<file path="src/rtl/fifo_sync.sv">
// Single-clock FIFO with strobe-qualified writes and reads, registered read data
// (one-cycle latency) and full/empty flags decoded from a registered occupancy count.
module fifo_sync #(
  parameter int DATA_WIDTH = 32,
  parameter int DEPTH      = 8
) (
  input  logic                  clk,
  input  logic                  rst,
  input  logic                  wen,
  input  logic                  ren,
  input  logic [DATA_WIDTH-1:0] data_in,
  output logic [DATA_WIDTH-1:0] data_out,
  output logic                  full,
  output logic                  empty
);

  localparam int ADDR_WIDTH = $clog2(DEPTH);
  localparam logic [ADDR_WIDTH:0]   FULL_COUNT = (ADDR_WIDTH + 1)'(DEPTH);
  localparam logic [ADDR_WIDTH-1:0] PTR_ONE    = ADDR_WIDTH'(1);
  localparam logic [ADDR_WIDTH:0]   CNT_ONE    = (ADDR_WIDTH + 1)'(1);

  logic [DATA_WIDTH-1:0] mem [DEPTH];
  logic [ADDR_WIDTH-1:0] wptr;
  logic [ADDR_WIDTH-1:0] rptr;
  logic [ADDR_WIDTH:0]   count;
  logic                  wr_ok;
  logic                  rd_ok;

  // Flags come only from registered count, so there is no input-to-output path.
  assign full  = (count == FULL_COUNT);
  assign empty = (count == '0);

  // Writes are gated only by full, reads only by empty; at empty a same-cycle
  // read is rejected, so there is no fall-through.
  assign wr_ok = wen & ~full;
  assign rd_ok = ren & ~empty;

  // NOTE: the storage array has no reset; a reset only clears the pointers and
  // count, which makes any stale contents unreachable.
  always_ff @(posedge clk) begin
    if (wr_ok) begin
      mem[wptr] <= data_in;
    end
  end

  // NOTE: all sequential state uses non-blocking assignments so every register
  // samples pre-edge values regardless of statement order.
  always_ff @(posedge clk or negedge rst) begin
    if (!rst) begin
      wptr     <= '0;
      rptr     <= '0;
      count    <= '0;
      data_out <= '0;
    end else begin
      if (wr_ok) begin
        wptr <= wptr + PTR_ONE;
      end
      if (rd_ok) begin
        data_out <= mem[rptr];
        rptr     <= rptr + PTR_ONE;
      end
      case ({wr_ok, rd_ok})
        2'b10:   count <= count + CNT_ONE;
        2'b01:   count <= count - CNT_ONE;
        default: count <= count;
      endcase
    end
  end

endmodule

</file>
<file path="config.mk">
export PLATFORM = sky130hd
export DESIGN_NAME = fifo_sync
export DESIGN_NICKNAME = d
export VERILOG_FILES = /design/src/rtl/fifo_sync.sv
export SDC_FILE = /design/constraint.sdc
export NUM_CORES = 1
export LEC_CHECK = 0
export ABC_CLOCK_PERIOD_IN_PS = 6340
export BUFFER_PORTS_ARGS = -buffer_cell sky130_fd_sc_hd__buf_2
export CELL_PAD_IN_SITES_DETAIL_PLACEMENT = 1
export CELL_PAD_IN_SITES_GLOBAL_PLACEMENT = 2
export CORE_ASPECT_RATIO = 0.6
export CORE_MARGIN = 2
export CORE_UTILIZATION = 49
export CTS_CLUSTER_SIZE = 25
export DETAILED_ROUTE_END_ITERATION = 10
export GPL_TIMING_DRIVEN = 0
export HOLD_SLACK_MARGIN = 0.15
export PLACE_DENSITY = 0.81
export SLEW_MARGIN = 10
export SYNTH_ARGS = -nofsm -noshare
export SYNTH_HDL_FRONTEND = slang
export SYNTH_SLANG_ARGS = --single-unit
</file>
<file path="constraint.sdc">
create_clock -name clk -period 6.34 [get_ports clk]
set_input_delay 0.634 -clock clk [delete_from_list [all_inputs] [get_ports clk]]
set_output_delay 0.634 -clock clk [all_outputs]
set_load 0.005 [all_outputs]
</file>
==> flow_summary.json, run 1 <==
{
  "status": "finished clean",
  "area_growth_pct": 16.8,
  "cts_root_buffer": "clkbuf_16",
  "cp.required_ns": 6.76,
  "power_density_nw_per_um2": 475,
  "drive_above_1_share": 0.297,
  "rsz0062_at_grt": "false",
  "synth.lib_cells_used.distinct": 37,
  "setup_viol_count_final": 0,
  "r2r_end": "count[3]$_DFFE_PN0P_",
  "slew_headroom": 0.367,
  "hold_buffers": 0,
  "wl_um": 28900,
  "yosys-top-cells-area": "edfxtp_1, dfrtp_1, mux2_2",
  "synthArstFlopShare": 0.141,
  "clock-sinks": 298,
  "dpl_cell_area_sq_um": 12600,
  "maxCapViolCount": 0,
  "avgViaCountPerCell": 5.77,
  "setup_ws_ns": 3.54,
  "critPathLaunchType": "flop",
  "crit_fanout": 10,
  "critPathArrivalTime_ns": 3.22,
  "synth_edf_count": 256,
  "netlist_instances": 653,
  "ys_seq_elements": 298,
  "postCtsSetupBuffers": 0,
  "start_util": 0.501,
  "antenna_found_initial": 1,
  "coreArea_sq_um": 23200,
  "stdcell_area_sq_um": 13600,
  "yosys_warnings": 0,
  "place_hpwl_um": 18100,
  "wl_per_cell_um": 26.2,
  "synth_seq_area_share": 0.752,
  "max_freq_ghz": 0.357,
  "drtPass1Iterations": 5,
  "fin_setup_tns_ns": 0,
  "die_area_sq_um": 25000,
  "ir_drop_uv": 214,
  "hold_class": "in2async",
  "end_kind": "flop",
  "grt_pass1_wl_um": 42800,
  "clk_latency_ns": 0.53,
  "drt_iter0_markers": 448,
  "ant_nets": 0,
  "fin_crit_sh": 0.441,
  "synth_fp_nets": 695,
  "worst_pin_slew_ns": 0.949,
  "routed-via-count": 6364,
  "die_x_um": 203,
  "synth_top_area_share": 0.661,
  "io_pins": 70,
  "rows": 43,
  "path_class": "reg2reg",
  "grt_usage": 0.236,
  "period_needed_ns": 2.80,
  "die_y_um": 123,
  "finalHoldViolCount": 0,
  "clk_path_buf_depth": 3,
  "overflow": 0,
  "place.gp.congestion": 0.752,
  "cts_resized": 0,
  "leakagePower_nw": 4.88,
  "nNetsFinal": 808,
  "whs_ns": 0.148,
  "regToRegSetupSlack_ns": 3.54,
  "r2r-start": "count[3]$_DFFE_PN0P_",
  "synth_area_per_cell_sq_um": 17.8,
  "first_global_vias": 6673,
  "synth_area_sq_um": 11600,
  "drv_slew": 0,
  "htreeDepth": 1,
  "cts_tree": "done",
  "cts_buffers": 28,
  "drc": 0,
  "rr_worst_depth": 8,
  "synth-main-ff-cell": "edfxtp_1",
  "pre_cts_slack_ns": 3.59,
  "grt_max_degree": 43,
  "crit_start": "count[3]$_DFFE_PN0P_",
  "clk_pin_slew_ns": 0.06,
  "diodes": 0,
  "power_mw": 6.45,
  "numPortBuffers": 69,
  "clock-skew-final_ns": 0.00786,
  "synth_area_leader_cell": "edfxtp_1"
}
==> through the flow <==
stage          std cells   util
6_report            1103  0.586
5_1_grt             1103  0.586
4_1_cts             1103  0.586
3_5_place_dp        1051  0.545
3_3_place_gp        1037  0.533
2_1_floorplan        653      -
==> layout make-up <==
| class | count | area [sq um] |
|---|---|---|
| timing repair buffer | 83 | 566 |
| multi-input combinational | 313 | 2640 |
| buffer | 35 | 274 |
| inverter | 7 | 26.3 |
| tap | 315 | 394 |
| fill | 2100 | 9610 |
| sequential | 298 | 8740 |
| clock inverter | 16 | 158 |
| clock buffer | 36 | 782 |
==> Yosys cell counts, drive strengths merged (2+ instances only) <==
library cell / instances
a221o: 10
a22oi: 22
buf: 25
clkbuf: 10
dfrtp: 42
edfxtp: 256
ha: 5
inv: 7
mux2: 64
mux2i: 65
nand2: 47
nand2b: 5
nor2: 7
nor3: 4
nor4: 2
o21ai: 35
o221ai: 22
o22ai: 10
xnor2: 4
==> metal layers <==
metal	vias up	part of all wire	track usage
li1	2803	-	-
met1	3329	0.46	0.342
met2	182	0.47	0.385
met3	48	0.045	0.0329
met4	2	0.021	0.0566
met5	-	0.00045	0
==> state kept, by name (all words and copies together) (netlist names) <==
name / cells
mem: 256
data_out: 32
count: 4
rptr: 3
wptr: 3
==> power breakdown <==
part	total, mW	switching [mW]	internal (mW)
clock network	1.71	0.714	0.992
logic	2.04	1.20	0.845
registers	2.70	0.183	2.52
==> logic make-up after synthesis <==
kind of cell / synth area share
DFF: 0.752
muxes: 0.118
AOI/OAI and AO/OA: 0.0679
and+or+nand+nor: 0.0259
buffers and inverters: 0.0258
adders and majority gates: 0.00710
xor gates and xnor gates: 0.00377
==> worst max path at each step <==
stage          slack (ns)  cells past startpoint                    to
2_1_floorplan        2.59                      3   mem[0][0]$_DFFE_PP_
3_5_place_dp         3.59                      8  count[3]$_DFFE_PN0P_
5_1_grt              3.36                      8  count[3]$_DFFE_PN0P_
4_1_cts              3.52                      8  count[3]$_DFFE_PN0P_
6_report             3.54                      8  count[3]$_DFFE_PN0P_
3_3_place_gp         0.26                      4  mem[0][13]$_DFFE_PP_
==> critical path, cell delays in order, from the launching register on <==
cell and delay (ns):
dfrtp_1 0.49, o41ai_4 0.48, buf_4 0.31, inv_2 0.09, ha_1 0.28, ha_1 0.32, a21oi_1 0.26, o21ai_0 0.14
o311ai_0 0.31
==> placed cells by master (no fill, tap or decap), types with 2 or more instances in the layout <==
cell and n:
mux2i_1 65, xnor2_1 4, bufinv_16 3, inv_1 6, dfrtp_1 42, clkinv_1 5, clkbuf_8 3, buf_4 8
o21ai_1 32, nand2_1 47, buf_6 5, clkbuf_16 29, o221ai_1 22, buf_12 7, clkinv_2 5, buf_2 80
edfxtp_1 256, o22ai_1 10, a221o_1 10, mux2_2 64, clkbuf_1 14, nor4_1 2, clkinvlp_4 2, nor2_4 6
o21ai_0 3, a22oi_2 9, nor3_1 2, nand2b_1 5, buf_16 2, ha_1 5, buf_8 6, a22oi_1 13
nor3_2 2
Power figures use the tool's default switching activity.
==> run 2, diff against run 1 <==
ABC_CLOCK_PERIOD_IN_PS = 2400   (was 6340)
CORE_UTILIZATION = 41   (was 49)
PLACE_DENSITY = 0.72   (was 0.81)
clock period = 2.4 ns   (was 6.34 ns; I/O delays follow)
==> run 2 against run 1 <==
Combinational power increased to 2.8 times the previous value. Via count increased by 2.2%. First-iteration DRC count increased by 4.5%. Maximum frequency increased by 23%. Hold slack improved by 0.12 ns. Cell count increased by 9.5%. Cell area increased by 4.8%.
==> flow_summary.json, run 2 (same netlist as run 1, synthesis figures left out) <==
{
  "drt_iter0_markers": 468,
  "grt_usage": 0.208,
  "cts_root_buffer": "clkbuf_16",
  "power_density_nw_per_um2": 1220,
  "clk_path_buf_depth": 3,
  "clk_pin_slew_ns": 0.07,
  "overflow": 0,
  "clk_latency_ns": 0.56,
  "slew_headroom": 0.337,
  "nNetsFinal": 860,
  "final_cells": 1208,
  "hold_class": "in2async",
  "path_class": "reg2reg",
  "cts_buffers": 29,
  "first_global_vias": 7040,
  "cpPeakStageDelay_ns": 0.46,
  "p_seq_frac": 0.411,
  "placed_cells": 1099,
  "die_y_um": 134,
  "swShare": 0.330,
  "internal_power_mw": 11.6,
  "drtPass1Iterations": 4,
  "start_util": 0.420,
  "grt.met1_usage": 0.300,
  "rsz0062_at_grt": "false",
  "diodes": 0,
  "finalHoldViolCount": 0,
  "numPortBuffers": 69,
  "routed-via-count": 6507,
  "top_register": "mem",
  "crit_fanout": 8,
  "path_cells": "o41ai_4, buf_6, inv_2, ha_2, ha_4, inv_1, nor4_1, nand4b_1, o311ai_1",
  "clock-sinks": 298,
  "fin_crit_sh": 0.944,
  "critical_path_buf_inv_count": 3,
  "drc": 0,
  "period_needed_ns": 2.27,
  "worst_pin_slew_ns": 0.994,
  "crit_family": "adder cells",
  "clock-skew-final_ns": 0.0139,
  "grt_max_degree": 43,
  "place_hpwl_um": 18700,
  "fin_util": 0.514,
  "wl_um": 30400,
  "coreArea_sq_um": 27700,
  "drv_slew": 0,
  "place.gp.congestion": 0.734,
  "ant_nets": 0,
  "ir_drop_uv": 591,
  "cp_slowest_cell": "dfrtp_2",
  "combPwrFrac": 0.329,
  "drive_above_1_share": 0.312,
  "critPathArrivalTime_ns": 2.69,
  "cts_tree": "done",
  "io_pins": 70,
  "largest_registers": "mem (256), data_out (32), count (4)",
  "clkPwrFrac": 0.260,
  "maxCapViolCount": 0,
  "die_area_sq_um": 29800,
  "die_x_um": 221,
  "area_growth_pct": 22.4,
  "largest_reg_flops": 256,
  "cp.required_ns": 2.83,
  "setup_viol_count_final": 0,
  "avgViaCountPerCell": 5.39,
  "rows": 47,
  "wl_per_cell_um": 25.2,
  "most-common-layout-cells": "edfxtp_1, buf_2, mux2i_1, mux2_2, nand2_1",
  "grt_use_met2": 0.336,
  "met3_usage": 0.0372,
  "antenna_found_initial": 0,
  "grt_pass1_wl_um": 45300,
  "end_kind": "flop",
  "leakagePower_nw": 5.14,
  "critPathLaunchType": "flop",
  "htreeDepth": 1,
  "busiest_layer": "met2",
  "fin_setup_tns_ns": 0,
  "final_common_cell": "edfxtp_1",
  "status": "finished clean",
  "max_freq_ghz": 0.441,
  "p_switching_mw": 5.72
}
run 2: power groups by stage:
stage	combinational, mW	clock [mW]	sequential, mW
3_5_place_dp	5.50	0	7.23
6_report	5.71	4.51	7.13
5_1_grt	6.16	4.83	7.22
3_3_place_gp	5.09	0	7.21
4_1_cts	5.72	4.62	7.13
2_1_floorplan	3.36	0	7.14
run 2: routing by layer:
metal / vias to the layer above / part of all wire
met5: - / 0
met4: 0 / 0.015
met3: 29 / 0.040
met2: 135 / 0.47
met1: 3446 / 0.48
li1: 2897 / -
run 2: final timing paths:
path / start / to / cells past startpoint / slack [ns]
min in group clk: data_in[13] / mem[1][13]$_DFFE_PP_ / 2 / 0.48
worst max register to register: count[3]$_DFFE_PN0P_ / count[3]$_DFFE_PN0P_ / 9 / 0.13
worst min register to register: data_out[16]$_DFFE_PN0P_ / data_out[16]$_DFFE_PN0P_ / 2 / 0.48
max in group asynchronous: rst / count[2]$_DFFE_PN0P_ / 2 / 1.62
worst max-delay path: count[3]$_DFFE_PN0P_ / count[3]$_DFFE_PN0P_ / 9 / 0.13
worst min-delay path: rst / data_out[11]$_DFFE_PN0P_ / 2 / 0.27
run 2: cell type report:
class	count	area, sq um
Buffer	34	274
Clock buffer	37	776
Clock inverter	17	165
Fill cell	2569	13500
Inverter	7	26.3
Multi-Input combinational cell	313	2680
Sequential cell	298	8740
Tap cell	367	459
Timing Repair Buffer	135	1110
run 2: repair_timing:
item / in CTS / in global routing
hold endpoints to repair: 306 / 0
gates cloned: 0 / 0
pin swaps: 9 / 3
endpoints found under the setup margin: 170 / 1
hold buffers: 35 / 0
buffers inserted: 17 / 4
gates resized for setup: 5 / 6
run 2: metrics by stage:
stage	setup WS [ns]	area, sq um	total power [mW]	hold WS, ns
6_report	0.134	14200	17.3	0.268
5_1_grt	0.00454	14200	18.2	0.319
4_1_cts	-0.0546	14200	17.5	0.469
3_5_place_dp	-0.285	12700	12.7	0.473
3_3_place_gp	-2.14	12400	12.3	0.462
2_1_floorplan	-0.367	11600	10.5	-0.0556
